==> src/rtl/pid_pkg.sv <==
// Shared types and default sizing for the PID controller and its actuator stages.
package pid_pkg;

    localparam int D_WIDTH_DEF = 16;
    localparam int LIM_MAX_DEF = 4096;
    localparam int LIM_MIN_DEF = -4096;

    typedef enum logic [1:0] {
        OFF  = 2'd0,
        RUN  = 2'd1,
        DEAD = 2'd2
    } pwm_state_t;

    typedef struct packed {
        logic [D_WIDTH_DEF-1:0] mag;
        logic                   dir;
        logic                   sat;
    } pwm_cmd_t;

endpackage

==> src/rtl/pwm_saturate.sv <==
// Combinational clip of a signed command into [LIM_MIN, LIM_MAX], split into magnitude, direction and clip flag.
module pwm_saturate #(
    parameter int D_WIDTH = pid_pkg::D_WIDTH_DEF,
    parameter int LIM_MAX = pid_pkg::LIM_MAX_DEF,
    parameter int LIM_MIN = pid_pkg::LIM_MIN_DEF
) (
    input  logic signed [D_WIDTH-1:0] i_cmd,
    input  logic                      i_prev_dir,
    output logic        [D_WIDTH-1:0] o_mag,
    output logic                      o_dir,
    output logic                      o_sat
);

    localparam logic signed [D_WIDTH-1:0] CLIP_MAX = D_WIDTH'(LIM_MAX);
    localparam logic signed [D_WIDTH-1:0] CLIP_MIN = D_WIDTH'(LIM_MIN);

    logic signed [D_WIDTH-1:0] w_clip;

    // A zero command carries no direction information, so the previous direction is kept.
    always_comb begin
        w_clip = i_cmd;
        o_sat  = 1'b0;
        if (i_cmd > CLIP_MAX) begin
            w_clip = CLIP_MAX;
            o_sat  = 1'b1;
        end else if (i_cmd < CLIP_MIN) begin
            w_clip = CLIP_MIN;
            o_sat  = 1'b1;
        end
        o_dir = (w_clip == '0) ? i_prev_dir : w_clip[D_WIDTH-1];
        o_mag = w_clip[D_WIDTH-1] ? $unsigned(-w_clip) : $unsigned(w_clip);
    end

endmodule

==> src/rtl/pwm_bridge_out.sv <==
// Saturating edge-aligned PWM driver for an H-bridge; period_start paces the PID iterate_enable.
// Define PWM_DEADTIME_EN to build the DEAD blanking state that follows a direction reversal.
module pwm_bridge_out #(
    parameter int D_WIDTH  = pid_pkg::D_WIDTH_DEF,
    parameter int LIM_MAX  = pid_pkg::LIM_MAX_DEF,
    parameter int LIM_MIN  = pid_pkg::LIM_MIN_DEF,
    parameter int DEADTIME = 8
) (
    input  logic                      clk,
    input  logic                      rst,
    input  logic                      enable,
    input  logic signed [D_WIDTH-1:0] cmd,
    input  logic                      cmd_valid,
    output logic                      in_a,
    output logic                      in_b,
    output logic                      sat,
    output logic                      period_start
);

    import pid_pkg::*;

    localparam int CNT_W = $clog2(LIM_MAX);

    pwm_state_t         r_state;
    logic [CNT_W-1:0]   r_count;
    pwm_cmd_t           r_pend;
    pwm_cmd_t           r_app;
    logic               r_in_a;
    logic               r_in_b;
    logic               r_sat;
    logic               r_period_start;

    logic [D_WIDTH-1:0] w_sat_mag;
    logic               w_sat_dir;
    logic               w_sat_flag;
    pwm_cmd_t           w_pend_nxt;
    logic [D_WIDTH-1:0] w_count_ext;
    logic [CNT_W-1:0]   w_count_nxt;
    logic               w_boundary;
    logic               w_drive;

    pwm_saturate #(
        .D_WIDTH (D_WIDTH),
        .LIM_MAX (LIM_MAX),
        .LIM_MIN (LIM_MIN)
    ) u_saturate (
        .i_cmd      (cmd),
        .i_prev_dir (r_pend.dir),
        .o_mag      (w_sat_mag),
        .o_dir      (w_sat_dir),
        .o_sat      (w_sat_flag)
    );

    // Shadow value as it will be after this cycle, so a strobe on the boundary cycle is applied at once.
    always_comb begin
        w_pend_nxt = r_pend;
        if (cmd_valid) begin
            w_pend_nxt.mag = w_sat_mag;
            w_pend_nxt.dir = w_sat_dir;
            w_pend_nxt.sat = w_sat_flag;
        end
    end

    assign w_count_ext = D_WIDTH'(r_count);
    assign w_boundary  = (r_count == CNT_W'(LIM_MAX - 1));
    assign w_count_nxt = w_boundary ? '0 : r_count + CNT_W'(1);
    assign w_drive     = (w_count_ext < r_app.mag);

    // Outputs default low each cycle and are only raised by an active RUN period.
    always_ff @(posedge clk or posedge rst) begin
        if (rst) begin
            r_state        <= OFF;
            r_count        <= '0;
            r_pend         <= '0;
            r_app          <= '0;
            r_in_a         <= 1'b0;
            r_in_b         <= 1'b0;
            r_sat          <= 1'b0;
            r_period_start <= 1'b0;
        end else begin
            r_pend         <= w_pend_nxt;
            r_in_a         <= 1'b0;
            r_in_b         <= 1'b0;
            r_sat          <= 1'b0;
            r_period_start <= 1'b0;
            if (!enable) begin
                r_state <= OFF;
                r_count <= '0;
            end else begin
                case (r_state)
                    OFF: begin
                        r_state        <= RUN;
                        r_count        <= '0;
                        r_app          <= w_pend_nxt;
                        r_sat          <= w_pend_nxt.sat;
                        r_period_start <= 1'b1;
                    end
                    RUN: begin
                        r_in_a  <= w_drive & ~r_app.dir;
                        r_in_b  <= w_drive & r_app.dir;
                        r_sat   <= r_app.sat;
                        r_count <= w_count_nxt;
                        if (w_boundary) begin
                            r_app          <= w_pend_nxt;
                            r_sat          <= w_pend_nxt.sat;
                            r_period_start <= 1'b1;
`ifdef PWM_DEADTIME_EN
                            if ((w_pend_nxt.dir != r_app.dir) && (w_pend_nxt.mag != '0))
                                r_state <= DEAD;
`endif
                        end
                    end
`ifdef PWM_DEADTIME_EN
                    // Blanking shares the period counter, so it shortens the first period after reversal.
                    DEAD: begin
                        r_sat   <= r_app.sat;
                        r_count <= w_count_nxt;
                        if ((w_count_ext + D_WIDTH'(1)) >= D_WIDTH'(DEADTIME))
                            r_state <= RUN;
                    end
`endif
                    default: begin
                        r_state <= OFF;
                        r_count <= '0;
                        r_pend  <= '0;
                        r_app   <= '0;
                    end
                endcase
            end
        end
    end

    assign in_a         = r_in_a;
    assign in_b         = r_in_b;
    assign sat          = r_sat;
    assign period_start = r_period_start;

endmodule
==> config.mk <==
export PLATFORM = sky130hd
export DESIGN_NAME = pwm_bridge_out
export DESIGN_NICKNAME = d
export VERILOG_FILES = /design/src/rtl/pid_pkg.sv /design/src/rtl/pwm_saturate.sv /design/src/rtl/pwm_bridge_out.sv
export SDC_FILE = /design/constraint.sdc
export NUM_CORES = 1
export LEC_CHECK = 0
export ABC_AREA = 1
export BUFFER_PORTS_ARGS = -buffer_cell sky130_fd_sc_hd__clkbuf_2
export CORE_ASPECT_RATIO = 0.8
export CORE_MARGIN = 3
export CORE_UTILIZATION = 30
export CTS_CLUSTER_SIZE = 40
export DETAILED_ROUTE_END_ITERATION = 6
export PLACE_DENSITY_LB_ADDON = 0.1
export SLEW_MARGIN = 10
export SYNTH_ARGS = -nofsm -noshare
export SYNTH_HDL_FRONTEND = slang
export SYNTH_SLANG_ARGS = --single-unit
==> constraint.sdc <==
create_clock -name clk -period 1.95 [get_ports clk]
set_input_delay 0.195 -clock clk [delete_from_list [all_inputs] [get_ports clk]]
set_output_delay 0.195 -clock clk [all_outputs]
set_load 0.05 [all_outputs]
* Word-level counts from Yosys, hierarchy flattened
Index checks and enable logic that the tools add are counted.
** Storage, ports and cells
- Output and inout port bits :: 4
- Register bits :: 54
** Operators by class
- $lt $le $gt $ge :: 3
- Muxes and demuxes :: 26
- Add/sub/neg operators :: 2
- Equality and inequality tests :: 4
- Bitwise gates (word level) :: 3
- Reduce and logical (&&, ||, !) cells :: 4
** Operator list (number)
- $mux 18 :: 4
- $mux 16 :: 3
- $mux 12 :: 3
- $pmux 18 s2 :: 1
- $gt 16x14->1 const B :: 1
- $logic_not 16->1 :: 1
- $lt 12x16->1 :: 1
- $lt 16x13->1 const B :: 1
- $neg 16->16 :: 1
- $add 12x1->12 const B :: 1
- $eq 12x12->1 const B :: 1
- $mux 1 :: 11
- $ne 2x2->1 const B :: 2
- $pmux 1 s2 :: 2
- $pmux 2 s2 :: 1
- $and 1x1->1 :: 2
- $eq 2x1->1 const B :: 1
- $logic_not 2->1 :: 1
- $mux 2 :: 1
- $reduce_and 2->1 :: 1
- $reduce_or 2->1 :: 1
- $not 1->1 :: 1

* Logic depth before layout (Yosys ltp)
Gate-level depths: netlist of run 1.
- Word-level depth :: 9
- Gate-level depth with buffers :: 20

* By module
From an unflattened synthesis of run 1, not the netlist that was laid out.
** Second synthesis, totals
- Cell total of the unflattened synthesis :: 396
- Area, all modules :: 3188.1 µm²
** Modules (own cells, without submodules)
- pwm_bridge_out :: times used 1, area each 2464.9 µm², cells an instance 248
- pwm_saturate :: times used 1, area each 723.2 µm², cells an instance 148

* Worst setup path before layout of run 1
Ideal clock, no wire load.
- Kind :: in2reg
- Start :: input port cmd[12]
- End :: register r_app[16] in the netlist's numbering
- Cell stages on the path :: 16
- Required time :: 1.834 ns
- Path buffers :: 0
- Slack :: -0.168 ns
- Arrival time :: 2.001 ns
- Cells stage by stage :: nand4_1 > ha_1 > inv_1 > nand2_4 > inv_2 > nand2_1 > ha_1 > inv_1 > o311ai_2 > nand2_2 > inv_2 > nand3_1 > nand3_2 > nand2_2 > nand2_1 > nand2_1
** RTL lines
- from (decl) :: line pwm_bridge_out.sv:12 : input logic signed [D_WIDTH-1:0] cmd,
- to (signal assigned) :: line pwm_bridge_out.sv:94 : r_app <= w_pend_nxt;
- to (signal assigned) :: line pwm_bridge_out.sv:104 : r_app <= w_pend_nxt;
- to (decl) :: line pwm_bridge_out.sv:27 : pwm_cmd_t r_app;

* Worst setup path after layout of run 1
- Start :: register r_count[1]
- End :: register r_app[10] in the netlist's numbering
** On the way
- Word-level cells in the longest chain between the ends :: 3
** Ends and longest elaborated chain
- from (decl) :: line pwm_bridge_out.sv:25 : logic [CNT_W-1:0] r_count;
- from (signal assigned) :: line pwm_bridge_out.sv:102 : r_count <= w_count_nxt;
- $eq 12x12->1 :: line pwm_bridge_out.sv:65 : assign w_boundary = (r_count == CNT_W'(LIM_MAX - 1));
- $ne 2x2->1 (no line)
- $reduce_and 2->1 (no line)
Every way passes these cells.
A chain may end at the register's enable or synchronous reset.

==> metrics.cfg, run 1 <==
[layout]
drive_gt1_share_pct=25.38
fill_cells=1042
nets=494
syn_to_final_growth_pct=26.82
antenna_cells=0
postLayoutCellArea_mm2=0.003929
stdcell_count=597

[power_and_ir_drop]
p_switching_mw=0.8061
p_sw_share_pct=29.14
p_leak_nw=1.981
seqPwrFrac_pct=44.6
p_comb_share_pct=21.8
peakVddDrop_v=0.0002875
p_per_area_mw_per_mm2=704.2
internal_power_mw=1.960
clockPowerShare_pct=33.6

[critical_path]
cpMostUsedCell=nand2_2
r2r.worst_path.cells=9
r2r_start=r_count[1]
crit_slowest_cell=dfrtp_1
worstPathRequired_ns=2.13
rrSetupSlack_ns=0.20
crit_path_max_fanout=13
reg2reg_to=r_app[10]
crit_path_cell_trace=ha_1, nand2_2, nor4_4, nand4_1, nand2_1, nand2_2, inv_2, buf_4, o21ai_0
cp.depth=9
crit_start=r_count[1]
worstSetupPathType=flop to flop
cp.arrival_ns=1.92
critPathLaunchType=flop
critPathTopFamily=simple AND/OR/NAND/NOR gates
crit_path_end_kind=flop
path_buf_inv=2
slowest_delay_ns=0.37

[timing]
tightest_slew_ns=0.4259
finClkSkew_ns=0.005551
max_freq_ghz=0.5723
final_hold_viol_count=0
period_share_pct=89.60
setup_viol=0
finalCriticalPeriod_ns=1.747
maxSlewViolCount=0
slew_headroom_pct=71.57

[routing]
routed_wl_um=7192
vias_per_cell=4.409
first_pass_iters=5
drc=0
vias=2632
drtIter0Drc=115
post_drt_wl_per_cell_um=12.05
antenna_left=0

[logic_synthesis]
netlist-cell-type-count=42
avgSynthCellArea_um2=7.823
synth_nets=430
synth-warning-count=0
syn-instance-count=396
synth_top_area_share_pct=42.81
synth_edf_count=0
synthFlopType=dfrtp_1
async_flop_share_pct=100.0
synth_area_leader_cell=dfrtp_1
synth_seq_cells=53
syn_area_mm2=0.003098
synth_most_common_cell=nand2_1
synth_common_cells=100 x nand2_1, 57 x nor2_1, 53 x dfrtp_1, 48 x inv_1, 18 x nand3_1
netlist_top_cells_area=dfrtp_1 43%, nand2_1 12%, nor2_1 6.9%, inv_1 5.8%, ha_1 5.7%
synth-seq-area-share_pct=42.81

[placed_design]
port_buffers=23
dp_hpwl_um=5817
place_inst=588
dpl_cell_area_mm2=0.003719
place.gp.congestion=0.8067

[clocking]
cts_buffer_depth=2
clock_latency_ns=0.29
numCtsBuffers=5
cts_setup_buffers=0
cts_tree=done
clock-sinks=53
h-tree-depth=2
clockRootBuffer=clkbuf_16
path_clk_slew_ns=0.07

[worst_hold_path]
whs_path_depth=1
hold_class=input pin to flop
hold_start=enable
hold_end=r_state[0]

[global_routing]
track_usage_pct=13.40
first_global_vias=2576
antenna_found_initial=0
grt_overflow=0
grt_pass1_wl_um=12580
grt_max_degree=25

[die]
pin_count=24
num_rows=32
initial_core_util_pct=31.45
core_area_mm2=0.009849
fp.dieArea_mm2=0.01159
die_h_um=96.89
die_x_um=119.6

[status]
status=completed

[flow_run]
drv_cap=0

-- layout make-up --
class	instances	area [um2]	area share (%)
multi-input cells	278	1565	39.84
flip-flops and latches	53	1326	33.76
repair buffers	67	500.5	12.74
inverters	55	210.2	5.350
well taps	136	170.2	4.331
clock buffers	6	138.9	3.535
clock inverters	2	17.52	0.4459
-- through the flow --
step | hold slack, ns | utilization (%) | power, mW | setup WS (ns) | setup TNS [ns]
floorplan | 0.2926 | - | 1.638 | 0.004700 | 0
global placement | 0.2120 | 37.75 | 1.856 | -0.09576 | -0.5007
detailed placement | 0.2090 | 37.75 | 1.859 | -0.1087 | -0.5695
CTS | 0.05636 | 39.44 | 2.807 | 0.08746 | 0
global route | 0.06872 | 39.89 | 2.952 | -0.003043 | -0.005939
finish | 0.06531 | 39.89 | 2.767 | 0.2028 | 0
-- placed cells by master, fill, tap and decap left out, types with 5 or more instances in the layout --
| cell type | instances |
|---|---|
| xor2_1 | 9 |
| nand2_2 | 7 |
| nand2_1 | 97 |
| nand2_4 | 5 |
| inv_2 | 7 |
| nor3_1 | 6 |
| nor2_1 | 57 |
| nand3_1 | 17 |
| o21ai_1 | 13 |
| clkbuf_2 | 22 |
| o21ai_2 | 8 |
| a21oi_1 | 6 |
| clkbuf_16 | 5 |
| ha_1 | 12 |
| buf_4 | 40 |
| inv_1 | 45 |
| dfrtp_1 | 53 |
| o21ai_0 | 12 |
-- worst reg2reg max path, delay by kind of cell (launching register included) --
| family | cells | cell delay, ns |
|---|---|---|
| fa+ha+maj | 1 | 0.19 |
| flops | 1 | 0.37 |
| compound gates | 1 | 0.09 |
| buf+inv | 2 | 0.26 |
| simple gates | 5 | 0.72 |
-- logic make-up (layout without fill, tap and decap cells) --
kind of cell | after synthesis | in the layout | share of synthesized area (%)
AOI/OAI and AO/OA | 49 | 49 | 10.54
xor gates and xnor gates | 10 | 10 | 2.827
adders and majority gates | 14 | 14 | 5.654
buffers and inverters | 65 | 130 | 8.804
DFF | 53 | 53 | 42.81
and+or+nand+nor | 205 | 205 | 29.36
-- registers in the layout (all words and copies together) (netlist names) --
| signal | cells |
|---|---|
| r_state | 1 |
| r_pend | 18 |
| r_count | 12 |
| r_app | 18 |
| in_b | 1 |
| sat | 1 |
| in_a | 1 |
| period_start | 1 |
-- power groups by stage --
stage	Clock [mW]	Combinational, mW	Sequential, mW
global route	1.01	0.693	1.25
detailed placement	0	0.602	1.26
global placement	0	0.598	1.26
CTS	0.966	0.606	1.24
floorplan	0	0.366	1.27
finish	0.929	0.602	1.24
-- what timing repair did --
item / in CTS / in global routing
setup endpoints to repair: 0 / 18
hold buffers: 1 / 0
endpoints found under the hold margin: 19 / 0
resized for setup: 0 / 10
-- layer usage --
metal,global-route usage [%],part of all wire (%),vias to the layer above
li1,-,-,1389
met5,0,0,-
met4,2.377,0.57,0
met3,2.864,4.4,5
met2,18.27,41,33
met1,21.58,54,1205
-- how the worst max path moves through the flow --
stage / endpoint / slack (ns)
detailed placement: r_app[16] / -0.11
finish: r_app[10] / 0.20
CTS: r_app[10] / 0.09
floorplan: r_app[16] / 0.005
global route: r_app[16] / -0.003
global placement: r_app[17] / -0.1
(Power assumes the default switching activity.)
==> run 2: changes to the inputs <==
--- a/config.mk
+++ b/config.mk
@@ -5,7 +5,7 @@
 export SDC_FILE = /design/constraint.sdc
 export NUM_CORES = 1
 export LEC_CHECK = 0
-export ABC_AREA = 1
+export ABC_AREA = 0
 export BUFFER_PORTS_ARGS = -buffer_cell sky130_fd_sc_hd__clkbuf_2
 export CORE_ASPECT_RATIO = 0.8
 export CORE_MARGIN = 3
==> metrics.cfg, run 2 <==
[power_and_ir_drop]
finalPower_mw=2.782  ; +0.56%
peakVddDrop_v=0.0005061  ; +76%
p_per_area_mw_per_mm2=656.5  ; -6.8%
p_leak_nw=1.990  ; +0.43%

[die]
die_h_um=95.95  ; -0.97%
pin_count=24  ; unchanged
num_rows=32  ; unchanged
core_area_mm2=0.009729  ; -1.2%
die_x_um=118.4  ; -0.98%
initial_core_util_pct=31.19  ; -0.27 points
fp.dieArea_mm2=0.01136  ; -1.9%

[logic_synthesis]
synth_common_cells=53 x dfrtp_1, 35 x nor2_1, 26 x inv_1, 17 x nand2_1
synth_top_area_share_pct=43.71  ; +0.90 points
avgSynthCellArea_um2=9.756  ; +25%
synth_edf_count=0  ; unchanged
netlist_top_cells_area=dfrtp_1 44%, ha_1 5.8%, mux2_2 5.2%, nor2_1 4.3%, inv_1 3.2%
netlist-cell-type-count=54  ; +29%
synth_seq_cells=53  ; unchanged
synth_nets=345  ; -20%
synthFlopType=dfrtp_1
synth_xor_area_share_pct=4.619  ; +1.8 points
async_flop_share_pct=100.0  ; unchanged
syn_area_mm2=0.003034  ; -2.1%
synth-seq-area-share_pct=43.71  ; +0.90 points
synth-warning-count=0  ; unchanged
synth_mux_area_share_pct=8.165  ; +8.2 points
synth_most_common_cell=dfrtp_1
syn-instance-count=311  ; -21%
synth_compound_area_share_pct=15.63  ; +5.1 points
synth_fa_ha_area_share_pct=5.773  ; +0.12 points
synth-simple-area-share_pct=17.11  ; -12 points
synth_top_family_by_area=simple AND/OR/NAND/NOR gates
synth_area_leader_cell=dfrtp_1

[clocking]
clockRootBuffer=clkbuf_16
clock_latency_ns=0.29  ; about the same
path_clk_slew_ns=0.07  ; about the same
cts_buffer_depth=2  ; unchanged
clock-sinks=53  ; unchanged
h-tree-depth=2  ; unchanged
cts_tree=done
numCtsBuffers=5  ; unchanged

[timing]
rsz0062_at_grt=yes
max_freq_ghz=0.3989  ; -30%
slew_headroom_pct=51.51  ; -20 points
finClkSkew_ns=0.005959  ; +0.0004078 ns
maxSlewViolCount=0  ; unchanged
period_share_pct=128.6  ; +39 points
tightest_slew_ns=0.7273  ; +0.3015 ns
finalCriticalPeriod_ns=2.507  ; +0.7600 ns
setup_ws_ns=-0.5572  ; -0.7600 ns
final_hold_viol_count=0  ; unchanged
setup_viol=35  ; +35

[critical_path]
reg2reg_to=r_app[8]
r2r.worst_path.cells=8  ; -1
crit_path_end_kind=flop
worstSetupPathType=input pin to flop
rrSetupSlack_ns=-0.09  ; -0.29 ns
crit_path_max_fanout=5  ; -8
critPathLaunchType=input pin
r2r_start=r_count[0]
cp.arrival_ns=2.69  ; +0.77 ns
worstPathRequired_ns=2.13  ; about the same

[routing]
antenna_left=0  ; unchanged
vias=2520  ; -4.3%
drtIter0Drc=70  ; -39%
post_drt_wl_per_cell_um=14.18  ; +18%
first_pass_iters=4  ; -1
vias_per_cell=4.658  ; +5.7%
routed_wl_um=7670  ; +6.6%
drc=0  ; unchanged

[layout]
top_regs=r_app (18), r_pend (18), r_count (12)
fin_util_pct=43.56  ; +3.7 points
antenna_cells=0  ; unchanged
fill_cells=960  ; -7.9%
final_cell_mix=67 x buf_4, 52 x dfrtp_1, 34 x nor2_1
syn_to_final_growth_pct=39.67
nets=438  ; -11%
drive_gt1_share_pct=39.26  ; +14 points
final_common_cell=buf_4

[worst_hold_path]
whs_path_depth=1  ; unchanged
hold_start=enable
hold_class=input pin to flop
hold_end=r_state[0]

[global_routing]
antenna_found_initial=0  ; unchanged
track_usage_pct=14.49  ; +1.1 points
first_global_vias=2516  ; -2.3%
grt_overflow=0  ; unchanged
grt_pass1_wl_um=12970  ; +3.1%
grt_max_degree=33  ; +32%

[flow_run]
drv_cap=0  ; unchanged

[status]
status=finished, violations left
violations=negative setup slack

[placed_design]
dp_hpwl_um=5820  ; about the same
port_buffers=23  ; unchanged
place.gp.congestion=0.7733  ; -4.1%

run 2: per-layer routing:
layer  part of all wire (%)  track usage [%]  vias up
li1                       -                -     1289
met1                     55            21.95     1194
met2                     41            20.87       32
met3                    3.7            4.113        5
met4                   0.60            2.025        0
met5                      0                0        -
run 2: metrics by stage:
step                      setup WS, ns  cells  cell area, um2  setup TNS (ns)  hold slack, ns
after floorplan                -0.8808    311            3099          -11.82          0.2926
after global placement         -0.9423    523            3835          -20.61          0.2304
after detailed placement        -1.027    523            3835          -22.10          0.2301
after CTS                      -0.6253    540            4192          -10.84         0.06363
after global routing           -0.6085    541            4238          -10.46         0.06315
final                          -0.5572    541            4238          -8.510         0.06988
run 2: how the worst max path moves through the flow:
stage,from,endpoint,slack [ns],cells past startpoint
6_report,cmd[3],r_app[12],-0.56,11
5_1_grt,cmd[3],r_app[12],-0.61,11
4_1_cts,cmd[0],r_app[12],-0.63,11
3_5_place_dp,cmd[0],r_app[12],-1.03,11
3_3_place_gp,cmd[0],r_app[12],-0.94,11
2_1_floorplan,cmd[0],r_app[12],-0.88,12
run 2: layout make-up:
cell class              instances  area, um2  share of cell area [%]
clock buffers                   7      132.6                   3.130
flip-flops and latches         53       1328                   31.33
repair buffers                 98      739.5                   17.45
multi-input cells             220       1763                   41.60
inverters                      26      97.59                   2.303
well taps                     136      170.2                   4.015
clock inverters                 1      7.507                  0.1771
run 2: what timing repair did:
action                                  in CTS  in global routing
pin swaps                                   20                 10
resized for setup                           29                  9
endpoints found under the setup margin      33                 38
hold buffers                                 1                  0
hold endpoints to repair                    21                  0
buffers inserted                             8                  1
run 2: logic make-up (layout without fill, tap and decap cells):
group                      after synthesis  count (layout)
AOI/OAI and AO/OA                       64              64
adders and majority gates               14              14
buffers and inverters                   38             132
muxes                                   22              22
and+or+nand+nor                        104             104
xor gates and xnor gates                16              16
DFF                                     53              53
run 2: report_power, final:
| part | internal (mW) | switching, mW | total [mW] | leakage (nW) |
|---|---|---|---|---|
| logic | 0.325 | 0.334 | 0.660 | 1.24 |
| registers | 1.21 | 0.0457 | 1.25 | 0.682 |
| clock network | 0.478 | 0.392 | 0.870 | 0.0641 |
| total | 2.01 | 0.772 | 2.78 | 1.99 |
run 2: critical path: stages:
cell     delay [ns]
buf_6          0.09
or4_4          0.53
or3_4          0.40
o31ai_4        0.30
nand2_4        0.08
ha_4           0.19
and4b_1        0.19
o221a_2        0.23
a21oi_2        0.12
a21oi_2        0.07
mux2_4         0.27
